## config.mk

```make
export PLATFORM = sky130hd
export DESIGN_NAME = dcf77_encoder
export DESIGN_NICKNAME = d
export VERILOG_FILES = /design/src/rtl/dcf77_encoder_pkg.sv /design/src/rtl/dcf77_timebase.sv /design/src/rtl/dcf77_encoder.sv
export SDC_FILE = /design/constraint.sdc
export NUM_CORES = 1
export LEC_CHECK = 0
export ABC_AREA = 0
export ABC_CLOCK_PERIOD_IN_PS = 2500
export CAP_MARGIN = 25
export CORE_MARGIN = 5
export CORE_UTILIZATION = 30
export CTS_CLUSTER_DIAMETER = 120
export DETAILED_ROUTE_END_ITERATION = 10
export GPL_TIMING_DRIVEN = 0
export SYNTH_ARGS = -nofsm -noshare
export SYNTH_HDL_FRONTEND = slang
export SYNTH_SLANG_ARGS = --single-unit
```

## constraint.sdc

```tcl
create_clock -name clk -period 2.5 [get_ports clk]
set_input_delay 0.375 -clock clk [delete_from_list [all_inputs] [get_ports clk]]
set_output_delay 0.375 -clock clk [all_outputs]
set_load 0.1 [all_outputs]
```

## src/rtl/dcf77_encoder_pkg.sv

```systemverilog
// Shared types and constants for the DCF77 time-code encoder: date/time record,
// frame bit positions, pulse widths and the frame assembly helper.
package dcf77_encoder_pkg;

    typedef logic [3:0] bcd_t;

    typedef logic [58:0] dcf77_frame_t;

    typedef enum logic {
        TB_IDLE = 1'b0,
        TB_RUN  = 1'b1
    } tb_state_t;

    typedef struct packed {
        logic [13:0] broadcast;
        logic        r;
        logic        a1;
        logic        z1;
        logic        z2;
        logic        a2;
        bcd_t        min_ones;
        logic [2:0]  min_tens;
        logic        p1;
        bcd_t        hour_ones;
        logic [1:0]  hour_tens;
        logic        p2;
        bcd_t        day_ones;
        logic [1:0]  day_tens;
        logic [2:0]  dow;
        bcd_t        month_ones;
        logic        month_tens;
        bcd_t        year_ones;
        bcd_t        year_tens;
        logic        p3;
    } if_date_time_t;

    localparam int DCF_SECONDS      = 60;
    localparam int DCF_CS_PER_SEC   = 100;
    localparam int DCF_PULSE0_CS    = 10;
    localparam int DCF_PULSE1_CS    = 20;

    localparam int DCF_BIT_MINUTE   = 0;
    localparam int DCF_BIT_CIVIL_LO = 1;
    localparam int DCF_BIT_R        = 15;
    localparam int DCF_BIT_A1       = 16;
    localparam int DCF_BIT_Z1       = 17;
    localparam int DCF_BIT_Z2       = 18;
    localparam int DCF_BIT_A2       = 19;
    localparam int DCF_BIT_START    = 20;
    localparam int DCF_BIT_MIN_LO   = 21;
    localparam int DCF_BIT_P1       = 28;
    localparam int DCF_BIT_HOUR_LO  = 29;
    localparam int DCF_BIT_P2       = 35;
    localparam int DCF_BIT_DAY_LO   = 36;
    localparam int DCF_BIT_DOW_LO   = 42;
    localparam int DCF_BIT_MONTH_LO = 45;
    localparam int DCF_BIT_YEAR_LO  = 50;
    localparam int DCF_BIT_P3       = 58;

    // Parity bits are copied from dt here; the encoder may overwrite them.
    function automatic dcf77_frame_t build_frame(input if_date_time_t dt);
        dcf77_frame_t f;
        f = '0;
        f[DCF_BIT_MINUTE]             = 1'b0;
        f[DCF_BIT_CIVIL_LO +: 14]     = dt.broadcast;
        f[DCF_BIT_R]                  = dt.r;
        f[DCF_BIT_A1]                 = dt.a1;
        f[DCF_BIT_Z1]                 = dt.z1;
        f[DCF_BIT_Z2]                 = dt.z2;
        f[DCF_BIT_A2]                 = dt.a2;
        f[DCF_BIT_START]              = 1'b1;
        f[DCF_BIT_MIN_LO +: 4]        = dt.min_ones;
        f[DCF_BIT_MIN_LO + 4 +: 3]    = dt.min_tens;
        f[DCF_BIT_P1]                 = dt.p1;
        f[DCF_BIT_HOUR_LO +: 4]       = dt.hour_ones;
        f[DCF_BIT_HOUR_LO + 4 +: 2]   = dt.hour_tens;
        f[DCF_BIT_P2]                 = dt.p2;
        f[DCF_BIT_DAY_LO +: 4]        = dt.day_ones;
        f[DCF_BIT_DAY_LO + 4 +: 2]    = dt.day_tens;
        f[DCF_BIT_DOW_LO +: 3]        = dt.dow;
        f[DCF_BIT_MONTH_LO +: 4]      = dt.month_ones;
        f[DCF_BIT_MONTH_LO + 4]       = dt.month_tens;
        f[DCF_BIT_YEAR_LO +: 4]       = dt.year_ones;
        f[DCF_BIT_YEAR_LO + 4 +: 4]   = dt.year_tens;
        f[DCF_BIT_P3]                 = dt.p3;
        return f;
    endfunction

endpackage

```

## src/rtl/dcf77_timebase.sv

```systemverilog
// Timebase for the DCF77 encoder: clock prescaler to 10 ms ticks and a
// centisecond counter, with a strobe marking the start of each second.
module dcf77_timebase
    import dcf77_encoder_pkg::*;
#(
    parameter int CLKS_PER_10MS = 100
) (
    input  logic       clk,
    input  logic       rst,
    input  logic       en,
    output logic       tick10,
    output logic       sec_start,
    output logic [6:0] cs
);

    localparam int PW = (CLKS_PER_10MS > 2) ? $clog2(CLKS_PER_10MS) : 1;

    tb_state_t      state_q, state_d;
    logic [PW-1:0]  pres_q, pres_d;
    logic [6:0]     cs_q, cs_d;

    // The first enabled edge after idle is itself a second start, with counters at zero.
    always_comb begin
        tick10    = (state_q == TB_RUN) && (pres_q == PW'(CLKS_PER_10MS - 1));
        sec_start = en && ((state_q == TB_IDLE) ||
                           (tick10 && (cs_q == 7'(DCF_CS_PER_SEC - 1))));
        state_d   = state_q;
        pres_d    = pres_q;
        cs_d      = cs_q;
        if (!en) begin
            state_d = TB_IDLE;
            pres_d  = '0;
            cs_d    = '0;
        end else if (state_q == TB_IDLE) begin
            state_d = TB_RUN;
            pres_d  = '0;
            cs_d    = '0;
        end else begin
            pres_d = tick10 ? '0 : pres_q + 1'b1;
            if (tick10) begin
                cs_d = (cs_q == 7'(DCF_CS_PER_SEC - 1)) ? 7'd0 : cs_q + 7'd1;
            end
        end
    end

    always_ff @(posedge clk or negedge rst) begin
        if (!rst) begin
            state_q <= TB_IDLE;
            pres_q  <= '0;
            cs_q    <= '0;
        end else begin
            state_q <= state_d;
            pres_q  <= pres_d;
            cs_q    <= cs_d;
        end
    end

    assign cs = cs_q;

endmodule

```

## src/rtl/dcf77_encoder.sv

```systemverilog
// DCF77 time-code pulse generator: latches a minute frame from dt at second 0
// and emits 100/200 ms pulses per bit. Define DCF77_ENC_PARITY_EN to compute p1/p2/p3.
module dcf77_encoder
    import dcf77_encoder_pkg::*;
#(
    parameter int CLKS_PER_10MS = 100
) (
    input  logic          clk,
    input  logic          rst,
    input  logic          en,
    input  if_date_time_t dt,
    output logic          dcf_out,
    output logic          sec_tick,
    output logic          minute_req,
    output logic [5:0]    second
);

    logic         tick10;
    logic         sec_start;
    logic [6:0]   cs;

    dcf77_timebase #(
        .CLKS_PER_10MS(CLKS_PER_10MS)
    ) u_timebase (
        .clk       (clk),
        .rst       (rst),
        .en        (en),
        .tick10    (tick10),
        .sec_start (sec_start),
        .cs        (cs)
    );

    dcf77_frame_t frame_q, frame_d;
    dcf77_frame_t new_frame;
    logic [5:0]   second_q, second_d;
    logic         dcf_out_q, dcf_out_d;
    logic         sec_tick_q, sec_tick_d;
    logic         minute_req_q, minute_req_d;
    logic         new_minute;
    logic         cur_bit;
    logic [6:0]   pulse_cs;

    always_comb begin
        new_frame = build_frame(dt);
`ifdef DCF77_ENC_PARITY_EN
        new_frame[DCF_BIT_P1] = ^new_frame[DCF_BIT_MIN_LO +: 7];
        new_frame[DCF_BIT_P2] = ^new_frame[DCF_BIT_HOUR_LO +: 6];
        new_frame[DCF_BIT_P3] = ^new_frame[DCF_BIT_DAY_LO +: 22];
`else
        new_frame[DCF_BIT_P1] = dt.p1;
        new_frame[DCF_BIT_P2] = dt.p2;
        new_frame[DCF_BIT_P3] = dt.p3;
`endif
    end

    // A second start without a tick10 is a fresh start from idle, which also begins a minute.
    always_comb begin
        new_minute   = sec_start && (!tick10 || (second_q == 6'(DCF_SECONDS - 1)));
        cur_bit      = (second_q < 6'(DCF_SECONDS - 1)) ? frame_q[second_q] : 1'b0;
        pulse_cs     = cur_bit ? 7'(DCF_PULSE1_CS) : 7'(DCF_PULSE0_CS);
        frame_d      = frame_q;
        second_d     = second_q;
        dcf_out_d    = dcf_out_q;
        sec_tick_d   = 1'b0;
        minute_req_d = 1'b0;
        if (!en) begin
            second_d  = '0;
            dcf_out_d = 1'b0;
        end else if (sec_start) begin
            sec_tick_d = 1'b1;
            if (new_minute) begin
                second_d = '0;
                frame_d  = new_frame;
            end else begin
                second_d = second_q + 6'd1;
            end
            minute_req_d = (second_d == 6'(DCF_SECONDS - 1));
            dcf_out_d    = (second_d != 6'(DCF_SECONDS - 1));
        end else if (tick10 && ((cs + 7'd1) == pulse_cs)) begin
            dcf_out_d = 1'b0;
        end
    end

    always_ff @(posedge clk or negedge rst) begin
        if (!rst) begin
            frame_q      <= '0;
            second_q     <= '0;
            dcf_out_q    <= 1'b0;
            sec_tick_q   <= 1'b0;
            minute_req_q <= 1'b0;
        end else begin
            frame_q      <= frame_d;
            second_q     <= second_d;
            dcf_out_q    <= dcf_out_d;
            sec_tick_q   <= sec_tick_d;
            minute_req_q <= minute_req_d;
        end
    end

    assign dcf_out    = dcf_out_q;
    assign sec_tick   = sec_tick_q;
    assign minute_req = minute_req_q;
    assign second     = second_q;

endmodule
```

==> impl_metrics.ini, run 1 <==
[clocking]
ctsRootBufferMaster = clkbuf_16
clock_network_latency_to_the_later_pin_of_the_worst_skew_pair_ns = 0.34
cts_max_path_buffers = 2
tritoncts = done
clock_tree.htree_level_count = 3
tritoncts.num_buffers = 9
clock-sinks = 82
hold_buffers = 0
path_clk_slew_ns = 0.06

[detailed_routing]
highest_layer = met4
detailed_route_wl_mm = 9.12
post_drt_wl_per_cell_um = 16.2
detail_route.first_pass.iterations = 4
met3WireLength_um = 474
route.vias.total = 2679
drt-met1-wl_mm = 4.33
drtIter0Drc = 96
route.detailed.vias_per_inst = 4.77
antenna_violating_nets_post_route = 0
drc = 0
dr_wl_met2_mm = 4.19

[placed_design]
gp_congestion = 0.757
numPlacedInstances = 549
count_of_port_buffers_added_during_placement = 68
dp_hpwl_mm = 6.83

[timing]
final.setup.tns_ns = 0
min_period_over_period = 0.975
max-slew-margin-rel = 0.307
minimum_clock_period_after_layout_ns = 2.44
final_setup_violation_count = 0
rsz_0062_raised_after_global_routing = false
slew_viol_final = 0
finalClockSkew_ns = 0.00548
hold_violation_total_from_the_final_report = 0
worst_pin_slew_ns = 1.04
fmax_mhz = 410

[cells_and_area]
final_net_count = 445
layout.cells.most_common_list = dfrtp_1 (79), clkdlybuf4s50_1 (67), mux2_2 (43)
areaGrowthSynthToFinish_pct = 31.2
final_layout_size_suffix_gt1_frac = 0.290
layout.area.seq_um2 = 2060
nFillCells = 1272
multiInputGateArea_um2 = 1850
fin_cells = 562
antenna-diode-count = 0
layout.cells.most_common = dfrtp_1

[logic_synthesis]
mappedNetlistNets = 367
post-synth-top-area-cell = dfrtp_1
yosys_warnings = 0
ys_seq_elements = 82
ys_flop_type = dfrtp_1
async_flop_share = 1.00
yosys-top-cells-area = dfrtp_1 (51%), mux2_2 (12%), mux2_4 (7.1%)
yosysSeqAreaShare = 0.511
synth_enable_flop_cells = 0
syn_area_um2 = 4010
yosys.cell_types.count = 45
synth_top_area_share = 0.511
post_syn_area_per_cell_um2 = 13.2
syn_inst = 304

[power_and_ir_drop]
power.internal_mw = 2.60
p_per_area_nw_per_um2 = 631
p_leak_nw = 2.13
pwr-share-comb = 0.128
ir_drop_mv = 0.320
clock_power_share = 0.409
power.switching_fraction = 0.218
sequentialPowerShare = 0.463
netSwitchingPower_mw = 0.726

[setup_path]
rr_endpoint = frame_q[48]
timing.critical_path.arrival_ns = 2.06
critical-path-top-delay-family = buffers and inverters
worst-endpoint-required_ns = 2.12
path_cells = clkdlybuf4s50_1
crit_path_max_fanout = 10
critPathLaunchType = register
reg2reg_slack_ns = 0.11
ff2ff_path_depth = 8
end_kind = output port
crit_buf_inv = 1
timing.rr.start = u_timebase.cs[0]
worst_path_max_delay_cell = clkdlybuf4s50_1
crit_type = register to output port
slowest_cell_delay_on_critical_path_ns = 1.19

[floorplan]
coreArea_um2 = 13200
die_h_um = 126
floorplan.die.width_um = 126
dieArea_um2 = 15800
initial_utilization = 0.304
std_cell_rows = 42
ioPinCount = 69

[outcome]
status = completed

[global_route]
grt.total_usage = 0.120
maximum_number_of_pins_on_one_net_before_global_route_repair = 44
globalRoute.totalOverflow = 0
grt_pass1_vias = 2923
grt_first_pass_wirelength_mm = 14.9
antenna_found_initial = 0

[run]
cap_violations = 0

[worst_hold_path]
min-delay-path-class = input port to asynchronous set/reset pin
[final cells by class]
cell class / count / share of cell area
sequential: 82 / 0.391
multi-input combinational: 201 / 0.351
timing repair buffer: 69 / 0.133
clock buffer: 13 / 0.0513
tap: 176 / 0.0418
buffer: 17 / 0.0242
clock inverter: 2 / 0.00666
inverter: 2 / 0.00143
[repair_timing]
action,4_1_cts,5_1_grt
gates resized for setup,5,5
setup buffers,0,0
endpoints found under the hold margin,0,0
setup endpoints to repair,1,56
gates cloned,0,0
pin swaps,0,1
[registers in the layout, summed over array words and instances (netlist names)]
register / count
second: 6
u_timebase.pres_q: 7
frame_q: 58
u_timebase.state_q: 1
dcf_out: 1
sec_tick: 1
u_timebase.cs: 7
minute_req: 1
[through the flow]
step | area (um2) | total power [mW] | util | hold WS [ns] | setup WS (ns)
global route | 5260 | 3.47 | 0.399 | 0.0626 | 0.00239
global placement | 4920 | 1.98 | 0.373 | 0.439 | -2.39
finish | 5260 | 3.32 | 0.399 | 0.0201 | 0.0634
detailed placement | 4940 | 2.00 | 0.374 | 0.394 | -0.410
CTS | 5250 | 3.37 | 0.398 | 0.0366 | 0.0319
floorplan | 4020 | 1.80 | - | 0.0794 | -0.0235
[power by group through the flow]
stage / logic, mW / clock network, mW / registers, mW
5_1_grt: 0.461 / 1.46 / 1.56
3_3_place_gp: 0.419 / 0 / 1.56
4_1_cts: 0.435 / 1.40 / 1.54
6_report: 0.425 / 1.36 / 1.54
3_5_place_dp: 0.433 / 0 / 1.56
2_1_floorplan: 0.247 / 0 / 1.55
[cells by family after synthesis]
family                     count (synthesis)  share of synthesized area
and+or+nand+nor                           71                     0.0898
DFF                                       82                      0.511
buffers and inverters                     21                     0.0290
muxes                                     83                      0.278
adders and majority gates                  3                    0.00936
AOI/OAI and AO/OA                         33                     0.0580
xor gates and xnor gates                  11                     0.0240
[synthesized netlist by cell type, types with 2 or more instances]
cell type	count
nand2_1	19
inv_1	2
buf_1	2
ha_1	3
mux2_2	43
nor2_1	18
a22oi_1	2
mux4_2	11
o21ai_0	13
mux2i_1	10
nand4_1	4
dfrtp_1	82
a221oi_1	2
a21oi_1	3
or3_1	3
xor2_1	5
or2_2	3
buf_2	6
nand3b_1	2
and3_1	4
clkbuf_1	7
nand3_1	6
nand2b_1	3
a31oi_1	3
nor2b_1	2
buf_6	4
mux2_4	19
xnor2_1	6
[worst max-delay path by stage]
stage               depth (start not counted)          end              from  slack [ns]
floorplan                                   8      dcf_out         second[0]       -0.02
global placement                            1    second[0]               rst       -2.39
detailed placement                          8      dcf_out         second[1]       -0.41
CTS                                         1    second[1]         second[1]        0.03
global route                                8  frame_q[53]  u_timebase.cs[0]       0.002
finish                                      1    second[1]         second[1]        0.06
[metal layers]
| metal | vias to the layer above | track usage |
|---|---|---|
| met5 | - | 0 |
| met4 | 0 | 0.0370 |
| met3 | 9 | 0.0373 |
| met2 | 67 | 0.186 |
| met1 | 1334 | 0.161 |
| li1 | 1269 | - |
(Power assumes the default switching activity.)
==> run 2, diff against run 1 <==
--- a/config.mk
+++ b/config.mk
@@ -10,7 +10,6 @@
 export CAP_MARGIN = 25
 export CORE_MARGIN = 5
 export CORE_UTILIZATION = 30
-export CTS_CLUSTER_DIAMETER = 120
 export DETAILED_ROUTE_END_ITERATION = 10
 export GPL_TIMING_DRIVEN = 0
 export SYNTH_ARGS = -nofsm -noshare
==> results of run 2 <==
Same layout as run 1: the final DEF is identical, and so are final timing and power.
==> run 3, diff against run 2 <==
--- a/config.mk
+++ b/config.mk
@@ -5,7 +5,6 @@
 export SDC_FILE = /design/constraint.sdc
 export NUM_CORES = 1
 export LEC_CHECK = 0
-export ABC_AREA = 0
 export ABC_CLOCK_PERIOD_IN_PS = 2500
 export CAP_MARGIN = 25
 export CORE_MARGIN = 5
==> results of run 3 <==
Same layout as run 1: the final DEF is identical, and so are final timing and power.
